### src/rtl/tristate_arb_pkg.sv
`default_nettype none
`timescale 1ns/1ps
// ============================================================================
// Module   : tristate_arb_pkg
// Purpose  : Shared types and helpers for the tri-state bus arbiter: FSM state
//            encoding, counter/index width helpers and a one-hot encoder.
// Revision : 1.0 - initial release
// ============================================================================
package tristate_arb_pkg;

    // Widest supported requester count; the one-hot helper is sized for it.
    localparam int c_MAX_REQ = 16;

    typedef enum logic [1:0] {
        IDLE  = 2'd0,
        GRANT = 2'd1,
        TURN  = 2'd2
    } arb_state_t;

    // Index width for n requesters, never narrower than one bit.
    function automatic int idx_width(input int n);
        return (n <= 1) ? 1 : $clog2(n);
    endfunction

    // Width of a counter that must be able to hold the value max_val.
    function automatic int cnt_width(input int max_val);
        return (max_val < 1) ? 1 : $clog2(max_val + 1);
    endfunction

    function automatic logic [c_MAX_REQ-1:0] onehot(input logic [3:0] idx);
        logic [c_MAX_REQ-1:0] v_vec;
        v_vec      = '0;
        v_vec[idx] = 1'b1;
        return v_vec;
    endfunction

endpackage : tristate_arb_pkg
`default_nettype wire

### src/rtl/rr_priority_picker.sv
`default_nettype none
`timescale 1ns/1ps
// ============================================================================
// Module   : rr_priority_picker
// Purpose  : Combinational round-robin search. Scans req starting at last+1
//            (mod N_REQ) and reports the first requester found.
// Ports    : req    - request vector
//            last   - index of the most recent grantee
//            winner - selected requester index (0 when none found)
//            found  - high when any req bit is set
// Revision : 1.0 - initial release
// ============================================================================
module rr_priority_picker
    import tristate_arb_pkg::*;
#(
    parameter int N_REQ = 4
) (
    input  logic [N_REQ-1:0]            req,
    input  logic [idx_width(N_REQ)-1:0] last,
    output logic [idx_width(N_REQ)-1:0] winner,
    output logic                        found
);

    localparam int c_IDX_W = idx_width(N_REQ);

    logic [c_IDX_W-1:0] w_idx;

    // Walk the offsets from farthest to nearest so the nearest requester
    // after last is the final (winning) assignment. Offset N_REQ wraps back
    // onto last itself, so a lone requester is still re-granted.
    always_comb begin
        winner = '0;
        found  = 1'b0;
        w_idx  = '0;
        for (int i = N_REQ; i >= 1; i--) begin
            w_idx = c_IDX_W'((int'(last) + i) % N_REQ);
            if (req[w_idx]) begin
                winner = w_idx;
                found  = 1'b1;
            end
        end
    end

endmodule : rr_priority_picker
`default_nettype wire

### src/rtl/tristate_bus_arbiter.sv
`default_nettype none
`timescale 1ns/1ps
// ============================================================================
// Module   : tristate_bus_arbiter
// Purpose  : Round-robin output-enable generator for N_REQ tri-state drivers
//            sharing one bus. At most one enable is high at a time, each
//            grant is limited to MAX_HOLD cycles, and TURN_CYCLES all-off
//            cycles separate consecutive grants.
// Ports    : clk   - rising-edge clock
//            rst   - asynchronous active-high reset
//            req   - level-sensitive request per driver
//            oe    - one-hot-or-zero enables (bit i -> buffer i enable)
//            owner - current grantee index, valid while busy
//            busy  - OR of oe
//            turn  - high during bus-turnaround cycles
//            contention_err - sticky error flag (optional, see below)
// Config   : TRISTATE_ARB_CONTENTION_CHECK_EN - when defined, adds the
//            contention_err output and a simulation assertion.
// Revision : 1.0 - initial release
// ============================================================================
module tristate_bus_arbiter
    import tristate_arb_pkg::*;
#(
    parameter int N_REQ       = 4,
    parameter int MAX_HOLD    = 16,
    parameter int TURN_CYCLES = 1
) (
    input  logic                        clk,
    input  logic                        rst,
    input  logic [N_REQ-1:0]            req,
    output logic [N_REQ-1:0]            oe,
    output logic [idx_width(N_REQ)-1:0] owner,
    output logic                        busy,
`ifdef TRISTATE_ARB_CONTENTION_CHECK_EN
    output logic                        turn,
    output logic                        contention_err
`else
    output logic                        turn
`endif
);

    localparam int c_IDX_W  = idx_width(N_REQ);
    localparam int c_HOLD_W = cnt_width(MAX_HOLD);
    localparam int c_TURN_W = cnt_width(TURN_CYCLES);

    localparam logic [c_HOLD_W-1:0] c_HOLD_LAST = c_HOLD_W'(MAX_HOLD - 1);
    localparam logic [c_HOLD_W-1:0] c_HOLD_SAT  = c_HOLD_W'(MAX_HOLD);
    localparam logic [c_TURN_W-1:0] c_TURN_LAST = c_TURN_W'(TURN_CYCLES - 1);

    arb_state_t          r_state;
    logic [N_REQ-1:0]    r_oe;
    logic [c_IDX_W-1:0]  r_owner;
    logic                r_busy;
    logic                r_turn;
    logic [c_HOLD_W-1:0] r_hold;
    logic [c_TURN_W-1:0] r_turn_cnt;
    logic [c_IDX_W-1:0]  r_last;

    logic [c_IDX_W-1:0]  w_winner;
    logic                w_found;
    logic [N_REQ-1:0]    w_grant_oe;
    logic                w_owner_req;
    logic                w_release;

    rr_priority_picker #(
        .N_REQ  (N_REQ)
    ) u_picker (
        .req    (req),
        .last   (r_last),
        .winner (w_winner),
        .found  (w_found)
    );

    assign w_grant_oe  = N_REQ'(onehot(4'(w_winner)));
    // r_oe is the one-hot of the owner while granting, so this is req[owner]
    // without a variable index.
    assign w_owner_req = |(req & r_oe);
    assign w_release   = !w_owner_req || (r_hold >= c_HOLD_LAST);

    always_ff @(posedge clk or posedge rst) begin
        if (rst) begin
            r_state    <= IDLE;
            r_oe       <= '0;
            r_owner    <= '0;
            r_busy     <= 1'b0;
            r_turn     <= 1'b0;
            r_hold     <= '0;
            r_turn_cnt <= '0;
            r_last     <= c_IDX_W'(N_REQ - 1);
        end else begin
            case (r_state)
                IDLE: begin
                    if (w_found) begin
                        r_state <= GRANT;
                        r_oe    <= w_grant_oe;
                        r_owner <= w_winner;
                        r_busy  <= 1'b1;
                        r_hold  <= '0;
                    end
                end

                GRANT: begin
                    if (r_hold != c_HOLD_SAT) begin
                        r_hold <= r_hold + 1'b1;
                    end
                    if (w_release) begin
                        r_state    <= TURN;
                        r_oe       <= '0;
                        r_busy     <= 1'b0;
                        r_turn     <= 1'b1;
                        r_turn_cnt <= '0;
                        r_last     <= r_owner;
                    end
                end

                TURN: begin
                    if (r_turn_cnt == c_TURN_LAST) begin
                        r_turn <= 1'b0;
                        if (w_found) begin
                            r_state <= GRANT;
                            r_oe    <= w_grant_oe;
                            r_owner <= w_winner;
                            r_busy  <= 1'b1;
                            r_hold  <= '0;
                        end else begin
                            r_state <= IDLE;
                        end
                    end else begin
                        r_turn_cnt <= r_turn_cnt + 1'b1;
                    end
                end

                default: begin
                    r_state <= IDLE;
                    r_oe    <= '0;
                    r_busy  <= 1'b0;
                    r_turn  <= 1'b0;
                end
            endcase
        end
    end

    assign oe    = r_oe;
    assign owner = r_owner;
    assign busy  = r_busy;
    assign turn  = r_turn;

`ifdef TRISTATE_ARB_CONTENTION_CHECK_EN
    logic w_contention;
    logic r_contention_err;

    assign w_contention = ($countones(r_oe) > 1) || ((|r_oe) && r_turn);

    always_ff @(posedge clk or posedge rst) begin
        if (rst) begin
            r_contention_err <= 1'b0;
        end else if (w_contention) begin
            r_contention_err <= 1'b1;
        end
    end

    always_ff @(posedge clk) begin
        if (!rst) begin
            assert (!w_contention);
        end
    end

    assign contention_err = r_contention_err;
`endif

endmodule : tristate_bus_arbiter
`default_nettype wire

### config.mk
export PLATFORM = sky130hd
export DESIGN_NAME = tristate_bus_arbiter
export DESIGN_NICKNAME = d
export VERILOG_FILES = /design/src/rtl/tristate_arb_pkg.sv /design/src/rtl/rr_priority_picker.sv /design/src/rtl/tristate_bus_arbiter.sv
export SDC_FILE = /design/constraint.sdc
export NUM_CORES = 1
export LEC_CHECK = 0
export CORE_MARGIN = 1.5
export CORE_UTILIZATION = 50
export DETAILED_ROUTE_END_ITERATION = 12
export GPL_ROUTABILITY_DRIVEN = 0
export PLACE_DENSITY = 0.86
export SLEW_MARGIN = 20
export SYNTH_ARGS = -nofsm -noshare
export SYNTH_HDL_FRONTEND = slang
export SYNTH_SLANG_ARGS = --single-unit
### constraint.sdc
create_clock -name clk -period 2.8 [get_ports clk]
set_clock_uncertainty 0.2 [all_clocks]
set_input_delay 0.56 -clock clk [delete_from_list [all_inputs] [get_ports clk]]
set_output_delay 0.56 -clock clk [all_outputs]
set_load 0.02 [all_outputs]
==> results.yml <==
power:
  seqPwrFrac_pct: 40.1
  ir_drop_mv: 0.6555
  p_int_mw: 0.7037
  power.leakage_nw: 0.5094
  p_comb_share_pct: 48.9
  clock_power_share_pct: 11.0
  power.switching_mw: 0.4702
  powerDensity_nw_per_um2: 1033
  switching_share_pct: 40.05
floorplanning:
  die_h_um: 46.50
  dieArea_um2: 2162
  rows: 15
  coreArea_um2: 1745
  chipWidth_um: 46.50
  start_util_pct: 54.19
  ios: 14
sta:
  relSlewSlack_pct: 55.51
  min_period_ns: 2.130
  drv_slew: 0
  rsz0062_at_grt: "no"
  setup_violations: 0
  hold_viol_final: 0
  worst_pin_slew_ns: 0.6666
  finalCritPeriodShare_pct: 76.08
  whs_ns: 0.3330
  max_clock_freq_mhz: 469.5
  fin_setup_tns_ns: 0
layout:
  fillers: 139
  ff_latch_area_um2: 427.9
  syn_to_final_growth_pct: 20.11
  drive_gt1_share_pct: 14.29
  mostFrequentLayoutCells: "dfrtp_1 (15), clkdlybuf4s50_1 (13), inv_1 (9)"
  diodes: 0
  fin_nets: 115
  multi_input_area_um2: 479.2
  utilization_pct: 65.09
  layout_commonest_cell: "dfrtp_1"
flow_run:
  drv_cap: 0
detailed_routing:
  drc: 0
  drtPass1Iterations: 4
  final_antenna_net_count: 0
  via_count: 725
  drt_iter0_markers: 14
  routed_wl_um: 1828
  viasPerCell: 5.577
  avgRoutedWirePerCell_um: 14.06
logic_synthesis:
  ys_seq_area_share_pct: 45.24
  synth_cells: 88
  synth_seq_cells: 17
  synth_edf_count: 0
  postSynthAreaPerCell_um2: 10.75
  ys_async_sr_fraction_pct: 100.0
  ys_types: 34
  synth-main-ff-cell: "dfrtp_1"
  synth_warnings: 0
  synth.cell_area_um2: 945.9
  syn-num-nets: 97
cts:
  numCtsBuffers: 3
  post_cts_buffers: 0
  root_buffer: "clkbuf_4"
  cts_hold_buf: 0
  clockBufferDepth: 2
  cts_tree: "yes"
  clk_latency_ns: 0.28
  path_clk_slew_ns: 0.10
  clock-sinks: 17
  cts_resized: 0
  cts-htree-levels: 1
placement:
  port_buffers: 13
  dp_hpwl_um: 1382
worst_hold_path:
  hold_depth: 1
  min_path_type: "reg2reg"
global_route:
  grt-ovfl-total: 0
  grt_busiest_layer: "met2"
  use_met1_pct: 28.75
  grt_pass1_vias: 659
  antenna_found_initial: 0
  track_usage_pct: 20.54
  grt_pass1_wl_um: 2980
  grt_util_met2_pct: 29.17
  use_met3_pct: 5.882
  grt_max_degree: 18
setup_path:
  worstPathMaxFanout: 5
  cp_data_arrival_time_ns: 2.16
  crit_end: "oe[1]"
  r2r_slack_ns: 0.67
  critPathLaunch: "r_hold[0]"
  start_kind: "flop"
  worstSetupEndpointType: "flop"
  reg2reg_depth: 7
  r2r_start: "r_hold[0]"
  required_ns: 2.83
  reg2reg_to: "oe[1]"
  crit_type: "reg2reg"
status:
  status: "complete, no violations"
-- worst min-delay path by stage --
| stage | startpoint | slack, ns | end |
|---|---|---|---|
| 2_1_floorplan | rst | 0.28 | busy |
| 3_3_place_gp | busy | 0.31 | busy |
| 3_5_place_dp | busy | 0.31 | busy |
| 4_1_cts | oe[2] | 0.34 | oe[2] |
| 5_1_grt | oe[2] | 0.36 | oe[2] |
| 6_report | oe[2] | 0.33 | oe[2] |
-- per-layer routing --
| metal | routed length, um | up-vias |
|---|---|---|
| met1 | 863 | 357 |
| met5 | 0 | - |
| met4 | 15 | 0 |
| met3 | 88 | 2 |
| met2 | 860 | 18 |
| li1 | - | 348 |
-- worst max-delay path, stage by stage, from the launching register on --
cell,delay (ns)
dfrtp_1,0.44
ha_1,0.23
and3_1,0.18
ha_1,0.17
nor2_1,0.17
o211ai_4,0.13
o31ai_2,0.35
a22o_1,0.20
-- power by group through the flow --
stage	registers [mW]	logic, mW	clock network [mW]
final	0.471	0.574	0.129
after global routing	0.487	0.630	0.147
after CTS	0.471	0.579	0.132
after detailed placement	0.475	0.576	0
after global placement	0.468	0.567	0
after floorplan	0.498	0.356	0
-- cells in the mapped netlist (all sizes together), types with 3 or more instances --
| cell type | count | area (um2) |
|---|---|---|
| nor3 | 3 | 26.28 |
| nand2b | 5 | 31.28 |
| a22o | 7 | 61.31 |
| dfrtp | 15 | 375.4 |
| o21ai | 5 | 25.02 |
| nor2 | 8 | 32.54 |
| nand2 | 5 | 18.77 |
| mux2 | 3 | 41.29 |
| inv | 9 | 33.78 |
| a21oi | 3 | 15.01 |
| ha | 3 | 37.54 |
-- final cells by class --
| class | instances | area share, % |
|---|---|---|
| clock buffer | 4 | 2.313 |
| multi-input combinational | 61 | 42.18 |
| timing repair buffer | 14 | 12.11 |
| sequential | 17 | 37.67 |
| tap | 25 | 2.753 |
| inverter | 9 | 2.974 |
-- kinds of logic after synthesis --
family,Yosys count,synth area share [%]
simple gates,31,21.83
compound gates,23,19.58
mux,3,4.365
buf+inv,10,4.100
fa+ha+maj,3,3.969
xor+xnor,1,0.9261
flops,17,45.24
-- per-stage QoR --
stage	setup slack, ns	cells	cell area, um2	total power [mW]
after floorplan	0.8534	88	945.9	0.8544
after global placement	0.4374	126	1110	1.035
after detailed placement	0.4290	126	1110	1.051
after CTS	0.6542	130	1136	1.182
after global routing	0.5202	130	1136	1.264
final	0.6699	130	1136	1.174
-- state kept, by name, indices dropped and copies added (netlist names) --
signal,count
r_last,2
r_hold,5
busy,1
oe,4
turn,1
r_state,2
owner,2
Note: power is estimated with default switching activity, not from simulation.
